$ cat src/rtl/screen_code_fsm.sv
// Screen/menu state machine producing the {screen, cursor} code read by the CPU PIO.
// Optional idle return-to-menu enabled by defining SCREEN_IDLE_TIMEOUT_EN.

module screen_code_debounce #(
  parameter int unsigned CYCLES = 500000
) (
  input  logic clk,
  input  logic rst_n,
  input  logic key_n_i,
  output logic press_o
);
  localparam int CW = $clog2(CYCLES + 1);

  logic          sync1_q, sync2_q, stable_q, press_q;
  logic [CW-1:0] cnt_q;

  always_ff @(posedge clk or negedge rst_n) begin
    if (!rst_n) begin
      sync1_q  <= 1'b1;
      sync2_q  <= 1'b1;
      stable_q <= 1'b1;
      cnt_q    <= '0;
      press_q  <= 1'b0;
    end else begin
      sync1_q <= key_n_i;
      sync2_q <= sync1_q;
      press_q <= 1'b0;
      if (sync2_q == stable_q) begin
        cnt_q <= '0;
      end else if (cnt_q == CW'(CYCLES - 1)) begin
        // Level accepted; only a released->pressed flip yields an event.
        stable_q <= sync2_q;
        cnt_q    <= '0;
        press_q  <= stable_q;
      end else begin
        cnt_q <= cnt_q + 1'b1;
      end
    end
  end

  assign press_o = press_q;
endmodule

module screen_code_fsm #(
  parameter int unsigned DEBOUNCE_CYCLES = 500000,
  parameter int unsigned TIMEOUT_CYCLES  = 1500000000
) (
  input  logic       clk,
  input  logic       reset_n,
  input  logic [3:0] key_n,
  input  logic       game_over,
  output logic [4:0] code_screen,
  output logic       screen_changed
);
  localparam int KEY_SEL  = 0;
  localparam int KEY_UP   = 1;
  localparam int KEY_DOWN = 2;
  localparam int KEY_BACK = 3;

  typedef enum logic [2:0] {
    SCR_MENU    = 3'd0,
    SCR_PLAY    = 3'd1,
    SCR_PAUSE   = 3'd2,
    SCR_GOVER   = 3'd3,
    SCR_HELP    = 3'd4,
    SCR_CREDITS = 3'd5
  } screen_e;

  logic [3:0] press;

  genvar g;
  generate
    for (g = 0; g < 4; g++) begin : g_key
      screen_code_debounce #(.CYCLES(DEBOUNCE_CYCLES)) u_db (
        .clk     (clk),
        .rst_n   (reset_n),
        .key_n_i (key_n[g]),
        .press_o (press[g])
      );
    end
  endgenerate

  screen_e    scr_q, scr_d;
  logic [1:0] cur_q, cur_d;
  logic       chg_q, chg_d;
  logic       any_press;
  logic       ev_go, ev_back, ev_sel, ev_up, ev_down;
  logic       timeout;

  assign any_press = |press;

  // One event per cycle: game_over > back > select > up > down.
  always_comb begin
    ev_go   = game_over && (scr_q == SCR_PLAY);
    ev_back = !ev_go && press[KEY_BACK];
    ev_sel  = !ev_go && !press[KEY_BACK] && press[KEY_SEL];
    ev_up   = !ev_go && !press[KEY_BACK] && !press[KEY_SEL] && press[KEY_UP];
    ev_down = !ev_go && !press[KEY_BACK] && !press[KEY_SEL] && !press[KEY_UP] &&
              press[KEY_DOWN];
  end

`ifdef SCREEN_IDLE_TIMEOUT_EN
  localparam int TW = $clog2(TIMEOUT_CYCLES + 1);
  logic [TW-1:0] idle_q, idle_d;
  logic          idle_scr;

  assign idle_scr = (scr_q == SCR_HELP) || (scr_q == SCR_CREDITS) || (scr_q == SCR_GOVER);
  assign timeout  = idle_scr && !any_press && (idle_q == TW'(TIMEOUT_CYCLES - 1));

  always_comb begin
    idle_d = '0;
    if (idle_scr && !any_press && !chg_d) idle_d = idle_q + 1'b1;
  end

  always_ff @(posedge clk or negedge reset_n) begin
    if (!reset_n) idle_q <= '0;
    else          idle_q <= idle_d;
  end
`else
  logic unused_timeout_cfg;
  assign unused_timeout_cfg = ^TIMEOUT_CYCLES;
  assign timeout = 1'b0;
`endif

  always_comb begin
    scr_d = scr_q;
    cur_d = cur_q;
    case (scr_q)
      SCR_MENU: begin
        if (ev_sel) begin
          cur_d = 2'd0;
          case (cur_q)
            2'd0:    scr_d = SCR_PLAY;
            2'd1:    scr_d = SCR_HELP;
            2'd2:    scr_d = SCR_CREDITS;
            default: scr_d = SCR_MENU;
          endcase
        end else if (ev_up) begin
          cur_d = (cur_q == 2'd0) ? 2'd2 : cur_q - 2'd1;
        end else if (ev_down) begin
          cur_d = (cur_q >= 2'd2) ? 2'd0 : cur_q + 2'd1;
        end
      end
      SCR_PLAY: begin
        if (ev_go) begin
          scr_d = SCR_GOVER;
          cur_d = 2'd0;
        end else if (ev_back) begin
          scr_d = SCR_PAUSE;
          cur_d = 2'd0;
        end
      end
      SCR_PAUSE: begin
        if (ev_back) begin
          scr_d = SCR_PLAY;
          cur_d = 2'd0;
        end else if (ev_sel) begin
          scr_d = (cur_q[0] == 1'b0) ? SCR_PLAY : SCR_MENU;
          cur_d = 2'd0;
        end else if (ev_up || ev_down) begin
          cur_d = {1'b0, ~cur_q[0]};
        end
      end
      SCR_GOVER: begin
        if (ev_sel) begin
          scr_d = SCR_MENU;
          cur_d = 2'd0;
        end
      end
      SCR_HELP: begin
        if (ev_back || ev_sel) begin
          scr_d = SCR_MENU;
          cur_d = 2'd1;
        end
      end
      SCR_CREDITS: begin
        if (ev_back || ev_sel) begin
          scr_d = SCR_MENU;
          cur_d = 2'd2;
        end
      end
      default: begin
        scr_d = SCR_MENU;
        cur_d = 2'd0;
      end
    endcase
    if (timeout) begin
      scr_d = SCR_MENU;
      cur_d = 2'd0;
    end
    chg_d = ({scr_d, cur_d} != {scr_q, cur_q});
  end

  always_ff @(posedge clk or negedge reset_n) begin
    if (!reset_n) begin
      scr_q <= SCR_MENU;
      cur_q <= 2'd0;
      chg_q <= 1'b0;
    end else begin
      scr_q <= scr_d;
      cur_q <= cur_d;
      chg_q <= chg_d;
    end
  end

  assign code_screen    = {scr_q, cur_q};
  assign screen_changed = chg_q;
endmodule

$ cat config.mk
export PLATFORM = sky130hd
export DESIGN_NAME = screen_code_fsm
export DESIGN_NICKNAME = d
export VERILOG_FILES = /design/src/rtl/screen_code_fsm.sv
export SDC_FILE = /design/constraint.sdc
export NUM_CORES = 1
export LEC_CHECK = 0
export ABC_CLOCK_PERIOD_IN_PS = 2050
export BUFFER_PORTS_ARGS = -buffer_cell sky130_fd_sc_hd__buf_2
export CAP_MARGIN = 20
export CELL_PAD_IN_SITES_DETAIL_PLACEMENT = 1
export CELL_PAD_IN_SITES_GLOBAL_PLACEMENT = 2
export CORE_UTILIZATION = 41
export CTS_CLUSTER_SIZE = 30
export DETAILED_ROUTE_END_ITERATION = 8
export PLACE_DENSITY = 0.86
export SLEW_MARGIN = 20
export SYNTH_ARGS = -nofsm -noshare
export SYNTH_HDL_FRONTEND = slang
export SYNTH_HIERARCHICAL = 1
export SYNTH_SLANG_ARGS = --single-unit
$ cat constraint.sdc
create_clock -name clk -period 2.05 [get_ports clk]
set_input_delay 0.1025 -clock clk [delete_from_list [all_inputs] [get_ports clk]]
set_output_delay 0.1025 -clock clk [all_outputs]
set_load 0.01 [all_outputs]
### After elaboration in Yosys (flattened, before gate mapping)

Index checks and enable logic that the tools add are counted.

| storage, ports and cells | value |
|---|---|
| register bits after elaboration | 98 |
| output and inout bits | 6 |

| cells by class | value |
|---|---|
| $add $sub $neg | 6 |
| $lt $le $gt $ge | 1 |
| equal/unequal tests | 16 |
| multiplexer cells | 40 |
| bitwise gates (word level) | 5 |
| reductions and logical operators | 21 |

Operator list:

| operator | count |
|---|---|
| 19-bit 2-to-1 mux | 8 |
| 19-bit by 1-bit adder with 19-bit output (second input constant) | 4 |
| 19-bit == test (second input constant) | 4 |
| 2-bit 2-to-1 mux | 13 |
| 3-bit 2-to-1 mux | 7 |
| 3-bit one-hot mux with 5 select lines | 1 |
| 2-bit one-hot mux with 6 select lines | 1 |
| 1-bit 2-to-1 mux | 9 |
| 3-bit one-hot mux with 3 select lines | 1 |
| 1-bit logical AND | 8 |
| 2-bit AND reduction | 4 |
| 3-bit by 2-bit == test with 1-bit output (second input constant) | 2 |
| 3-bit == test (second input constant) | 2 |
| 5-bit inequality test | 1 |
| 1-bit NOT | 5 |
| 1-bit == test | 4 |
| 1-bit zero test | 4 |
| 3-bit by 1-bit == test with 1-bit output (second input constant) | 1 |
| 3-bit zero test | 1 |
| 2-bit by 1-bit adder with 2-bit output (second input constant) | 1 |
| 2-bit by 1-bit == test with 1-bit output (second input constant) | 1 |
| 2-bit == test (second input constant) | 1 |
| 2-bit greater-or-equal comparator (second input constant) | 1 |
| 2-bit zero test | 1 |
| 3 further kinds | 4 |

### Depth between registers and ports, before layout

| logic depth | value |
|---|---|
| depth after elaboration | 13 |
| mapped depth | 7 |
| mapped depth without buffers | 7 |

### Cells and area by module

Netlist, hierarchy kept.

By module, submodules not included:

| module | instances | cells each | area each (um^2) | seq. area each (um^2) |
|---|---|---|---|---|
| screen_code_debounce | 4 | 110 | 1122.3 | 579.3 |
| screen_code_fsm | 1 | 89 | 719.4 | 150.1 |

### Worst setup path before layout

OpenSTA, ideal clock, no wires.

| path | value |
|---|---|
| path type | reg2reg |
| start | register cur_q[0] |
| end | register chg_q (netlist: screen_changed) |
| library setup time | 132 ps |
| arrival | 1858 ps |
| data required time | 1918 ps |
| path slack | 60 ps |
| stages on the path, launching flop included | 8 |
| path buffers | 0 |
| period minus slack after synthesis | 1990 ps |
| path through | dfrtp_1 > inv_1 > ha_1 > or3b_1 > a211o_1 > a32oi_1 > o221ai_2 > mux2i_1 |

| between the ends | value |
|---|---|
| word-level cells in the longest chain between the ends | 7 |
| elaborated cells on any way between the ends | 28 |
| those cells by class | add/sub: 2; order compare: 1; eq/ne: 3; mux: 20; bitwise: 1; reduce/logical: 1 |

Ends and longest elaborated chain:

| element | RTL line | source |
|---|---|---|
| start: declaration | 84 | `logic [1:0] cur_q, cur_d;` |
| start signal: assignment | 201 | `cur_q <= cur_d;` |
| 2-bit by 1-bit adder with 2-bit output / 2-bit greater-or-equal comparator (equally long branches) | 141 | `cur_d = (cur_q >= 2'd2) ? 2'd0 : cur_q + 2'd1;` |
| 2-bit 2-to-1 mux | 141 |  |
| 2-bit 2-to-1 mux | 140 | `end else if (ev_down) begin` |
| 2-bit 2-to-1 mux | 138 | `end else if (ev_up) begin` |
| 2-bit 2-to-1 mux | 130 | `if (ev_sel) begin` |
| 2-bit one-hot mux with 6 select lines * | 128 | `case (scr_q)` |
| via cur_d[0] | 84 |  |
| 5-bit inequality test * | 191 | `chg_d = ({scr_d, cur_d} != {scr_q, cur_q});` |
| via chg_d | 85 | `logic chg_q, chg_d;` |
| end signal: assignment | 202 | `chg_q <= chg_d;` |
| end: declaration | 85 |  |

Mark *: on every way through the listed nets, which the timed path passes. The rest lies on a longest branch.
A chain may end at the register's enable or synchronous reset.

### Final worst setup path

| path | value |
|---|---|
| start | register scr_q[2] |
| end | register cur_q[1] |

| between the ends | value |
|---|---|
| word-level cells in the longest chain between the ends | 12 |
| elaborated cells on any way between the ends | 29 |
| those cells by class | eq/ne: 5; mux: 12; reduce/logical: 12 |

Ends and longest elaborated chain:

| element | RTL line | source |
|---|---|---|
| start: declaration | 83 | `screen_e scr_q, scr_d;` |
| start signal: assignment | 200 | `scr_q <= scr_d;` |
| 3-bit by 1-bit == test with 1-bit output | 94, 128 |  |
| 1-bit logical AND | 94 | `ev_go = game_over && (scr_q == SCR_PLAY);` |
| 1-bit zero test | - |  |
| 1-bit logical AND | 96, 97, 98 |  |
| 1-bit logical AND | 97, 98 |  |
| 1-bit logical AND (2 in series) | 98 | `ev_down = !ev_go && !press[KEY_BACK] && !press[KEY_SEL] && !press[KEY_UP] &&` |
| 1-bit logical OR | 160 | `end else if (ev_up \|\| ev_down) begin` |
| 2-bit 2-to-1 mux | 160 |  |
| 2-bit 2-to-1 mux | 157 | `end else if (ev_sel) begin` |
| 2-bit 2-to-1 mux | 154 | `if (ev_back) begin` |
| 2-bit one-hot mux with 6 select lines * | 128 |  |
| via cur_d[1] | 84 |  |

Marked as above.

==> qor.txt <==
Status -> finished, final reports clean
# H-tree levels -> 3
Number of global-route vias before repair -> 4,270
Core area -> 0.0122 sq mm
Worst slew margin -> 0.620
Sw Pwr -> 865 uW
Most used DFF post-synth -> dfrtp_1
Worst Skew -> 6.25 ps
Worst Setup Slack, final -> 109 ps
Final setup viols -> 0
Max-cap violations -> 0
DRC -> 0
Cell Area, Synth -> 0.00521 sq mm
R2R depth -> 5
WL met2 -> 5900 um
Internal Power -> 2.97 mW
IO Count -> 13
Syn_area_per_cell -> 9.85 sq um
Clock power share -> 0.441
Async S/R FF share, synth -> 1.00
Critical Path RT -> 2330 ps
Clock Latency Late Sink -> 350 ps
Rows -> 40
Layout Cells excl Fill -> 738
Metal-1 WL -> 5710 um
Layout cell share with drive strength beyond 1 -> 0.167
CP cell instances -> nor4bb_4 -> nor2_1 -> a31o_2 -> o41a_1 -> o21ai_1
Seq cells post-synth -> 98
Drt wl/cell -> 16.4 um
Drt first pass iters -> 4
Leakage -> 2.26 nW
# diodes -> 0
Pins Over Slew Limit -> 0
Maximum fanout along the worst path -> 12
Worst path max stage delay -> 530 ps
Met3 routed WL -> 358 um
Worst VDD drop -> 0.461 mV
Max Root-Sink Buffers -> 2
Pwr/cell area -> 645 mW/mm^2
Total grt overflow -> 0
DRT antenna net count -> 0
Largest delay contributor family on the critical path -> compound AO/OA/AOI/OAI gates
Sequential area share after synthesis -> 0.474
Gate Count Post-Synth -> 529
CP Class -> reg2reg
Hpwl dp -> 8600 um
CTS Buf Count -> 9
Largest cells by area after synthesis -> dfrtp_1 41%, xnor2_1 8.2%, dfstp_2 6.1%, nor2_1 5.6%, nand4_1 4.4%
Initial antenna violation count -> 0
Critical Path AT -> 2220 ps
Slew of the pin with the lowest slew margin -> 561 ps
Worst Setup Start Kind -> flip-flop
Largest area contributor in the netlist -> dfrtp_1
Initial DRC Count -> 245
WP depth -> 5
Routed Wire Length -> 12,100 um
Tmin final -> 1940 ps
First-pass GRT wire length -> 21,000 um
Final GP Congestion -> 0.871
Clk slew on worst S/H paths -> 60 ps
Comb pwr share -> 0.038
Initial Util -> 0.427
Slowest cell on crit path -> dfrtp_1
Critical path buffers and inverters -> 0
Hold Slack -> 274 ps
Final count of hold timing violations -> 0
CP Capture Type -> flip-flop
Sequential Power Share -> 0.522
Via count -> 4,062
CTS Sinks -> 98
Via density -> 5.50
IO buf count -> 12
Final Util -> 0.487
DP Worst Slack -> 90.1 ps
Max layer used -> met4
Final #Nets -> 581
Maximum number of pins on one net before global-route repair -> 42
Mapped Nets -> 545
Die Area -> 0.0132 sq mm
Number of synthesized flops with an enable pin -> 0
Placed Cells -> 715
DIE WIDTH -> 115 um
Switching share of power -> 0.225
Synth Warn # -> 6
Top achievable clock speed -> 515 MHz
Final Cycle Share -> 0.947
CTS tree -> yes
Total global-route track usage -> 0.204
Synthesis-to-finish area growth -> 14.2%
Hold depth -> 4
HP Class -> in2reg
Setup TNS Final -> 0 ps
Yosys cell types -> 55
Die Y -> 115 um
Synth top area share -> 0.413
Root Buffer -> clkbuf_16
[cell families (layout without fill, tap and decap cells)]
logic type,Yosys count,after routing,share of synthesized area
buffers and inverters,32,73,0.0269
AOI/OAI and AO/OA,53,53,0.0814
and+or+nand+nor,267,267,0.276
DFF,98,98,0.474
xor gates and xnor gates,65,65,0.109
adders and majority gates,9,9,0.0216
muxes,5,5,0.0106
[routing by layer]
| layer | up-vias | GRT usage |
|---|---|---|
| met3 | 18 | 0.0508 |
| met2 | 59 | 0.340 |
| met5 | - | 0 |
| met1 | 2026 | 0.263 |
| met4 | 0 | 0.0623 |
| li1 | 1959 | - |
[power groups by stage]
stage               clock [mW]  combinational [mW]  sequential [mW]
floorplan                    0              0.0680             2.02
global placement             0               0.137             2.04
detailed placement           0               0.142             2.04
CTS                       1.75               0.151             2.00
global route              1.81               0.167             2.01
finish                    1.69               0.144             2.00
[tightest hold or removal path: cells and delay by family]
| kind | cells | cell delay (ps) |
|---|---|---|
| compound gates | 2 | 220 |
| buf+inv | 1 | 130 |
| simple gates | 1 | 130 |
[final cells by class]
type / count / area [sq um]
Fill cell: 1413 / 6260
Clock buffer: 11 / 233
Inverter: 14 / 52.6
Multi-Input combinational cell: 399 / 2600
Sequential cell: 98 / 2470
Tap cell: 168 / 210
Clock inverter: 5 / 62.6
Timing Repair Buffer: 43 / 320
[sequential cells by signal, summed over array words and instances (netlist names)]
| name | cells |
|---|---|
| g_key.u_db/sync2_q | 4 |
| screen_changed | 1 |
| g_key.u_db/stable_q | 4 |
| scr_q | 3 |
| g_key.u_db/sync1_q | 4 |
| cur_q | 2 |
| g_key.u_db/press_o | 4 |
| g_key.u_db/cnt_q | 76 |
[cell usage in the layout (no fill, tap or decap), types with 5 or more instances in the layout]
master / n
xnor2_1: 49
ha_1: 9
buf_4: 26
a31o_2: 5
xor2_1: 16
nand3_1: 27
inv_1: 14
dfstp_2: 12
nor3_1: 26
nor2_1: 78
nand4_1: 37
o21ai_0: 11
nor4_1: 12
dfrtp_1: 86
and2_1: 5
nor2b_1: 5
dlygate4sd3_1: 5
clkbuf_16: 9
buf_2: 11
nand2_1: 32
nor4b_1: 8
a21oi_1: 10
[through the flow]
step	instance area (sq um)	total power, mW
2_1_floorplan	5210	2.09
3_3_place_gp	5590	2.17
3_5_place_dp	5590	2.18
4_1_cts	5930	3.90
5_1_grt	5950	3.99
6_report	5950	3.84
[cells in the mapped netlist (all sizes together), types with 4 or more instances]
cell,n
dfrtp,86
nor2,78
xnor2,49
nand4,41
nand2,32
nand3,27
nor3,27
xor2,16
a21oi,14
inv,14
o21ai,14
buf,12
dfstp,12
nor4,12
ha,9
nor4b,8
or4,7
clkbuf,6
a31o,5
and2,5
nor2b,5
o31ai,5
and3,4
and4,4
mux2,4
nor3b,4
or3,4
[what timing repair did]
item,in CTS,in global routing
gates resized for setup,0,1
hold endpoints to repair,36,0
setup buffers,0,2
hold buffers,5,0
endpoints found under the setup margin,0,4
[path summary, 6_finish.rpt]
kind	from	end	slack (ps)
max in group asynchronous	reset_n	g_key[3].u_db/sync1_q	1020
worst min-delay path	game_over	scr_q[1]	270
min in group asynchronous	reset_n	g_key[2].u_db/cnt_q[0]	290
worst max-delay path	scr_q[2]	cur_q[1]	110
worst min register to register	g_key[1].u_db/sync1_q	g_key[1].u_db/sync2_q	350
worst max register to register	scr_q[2]	cur_q[1]	110
Power figures use the tool's default switching activity.
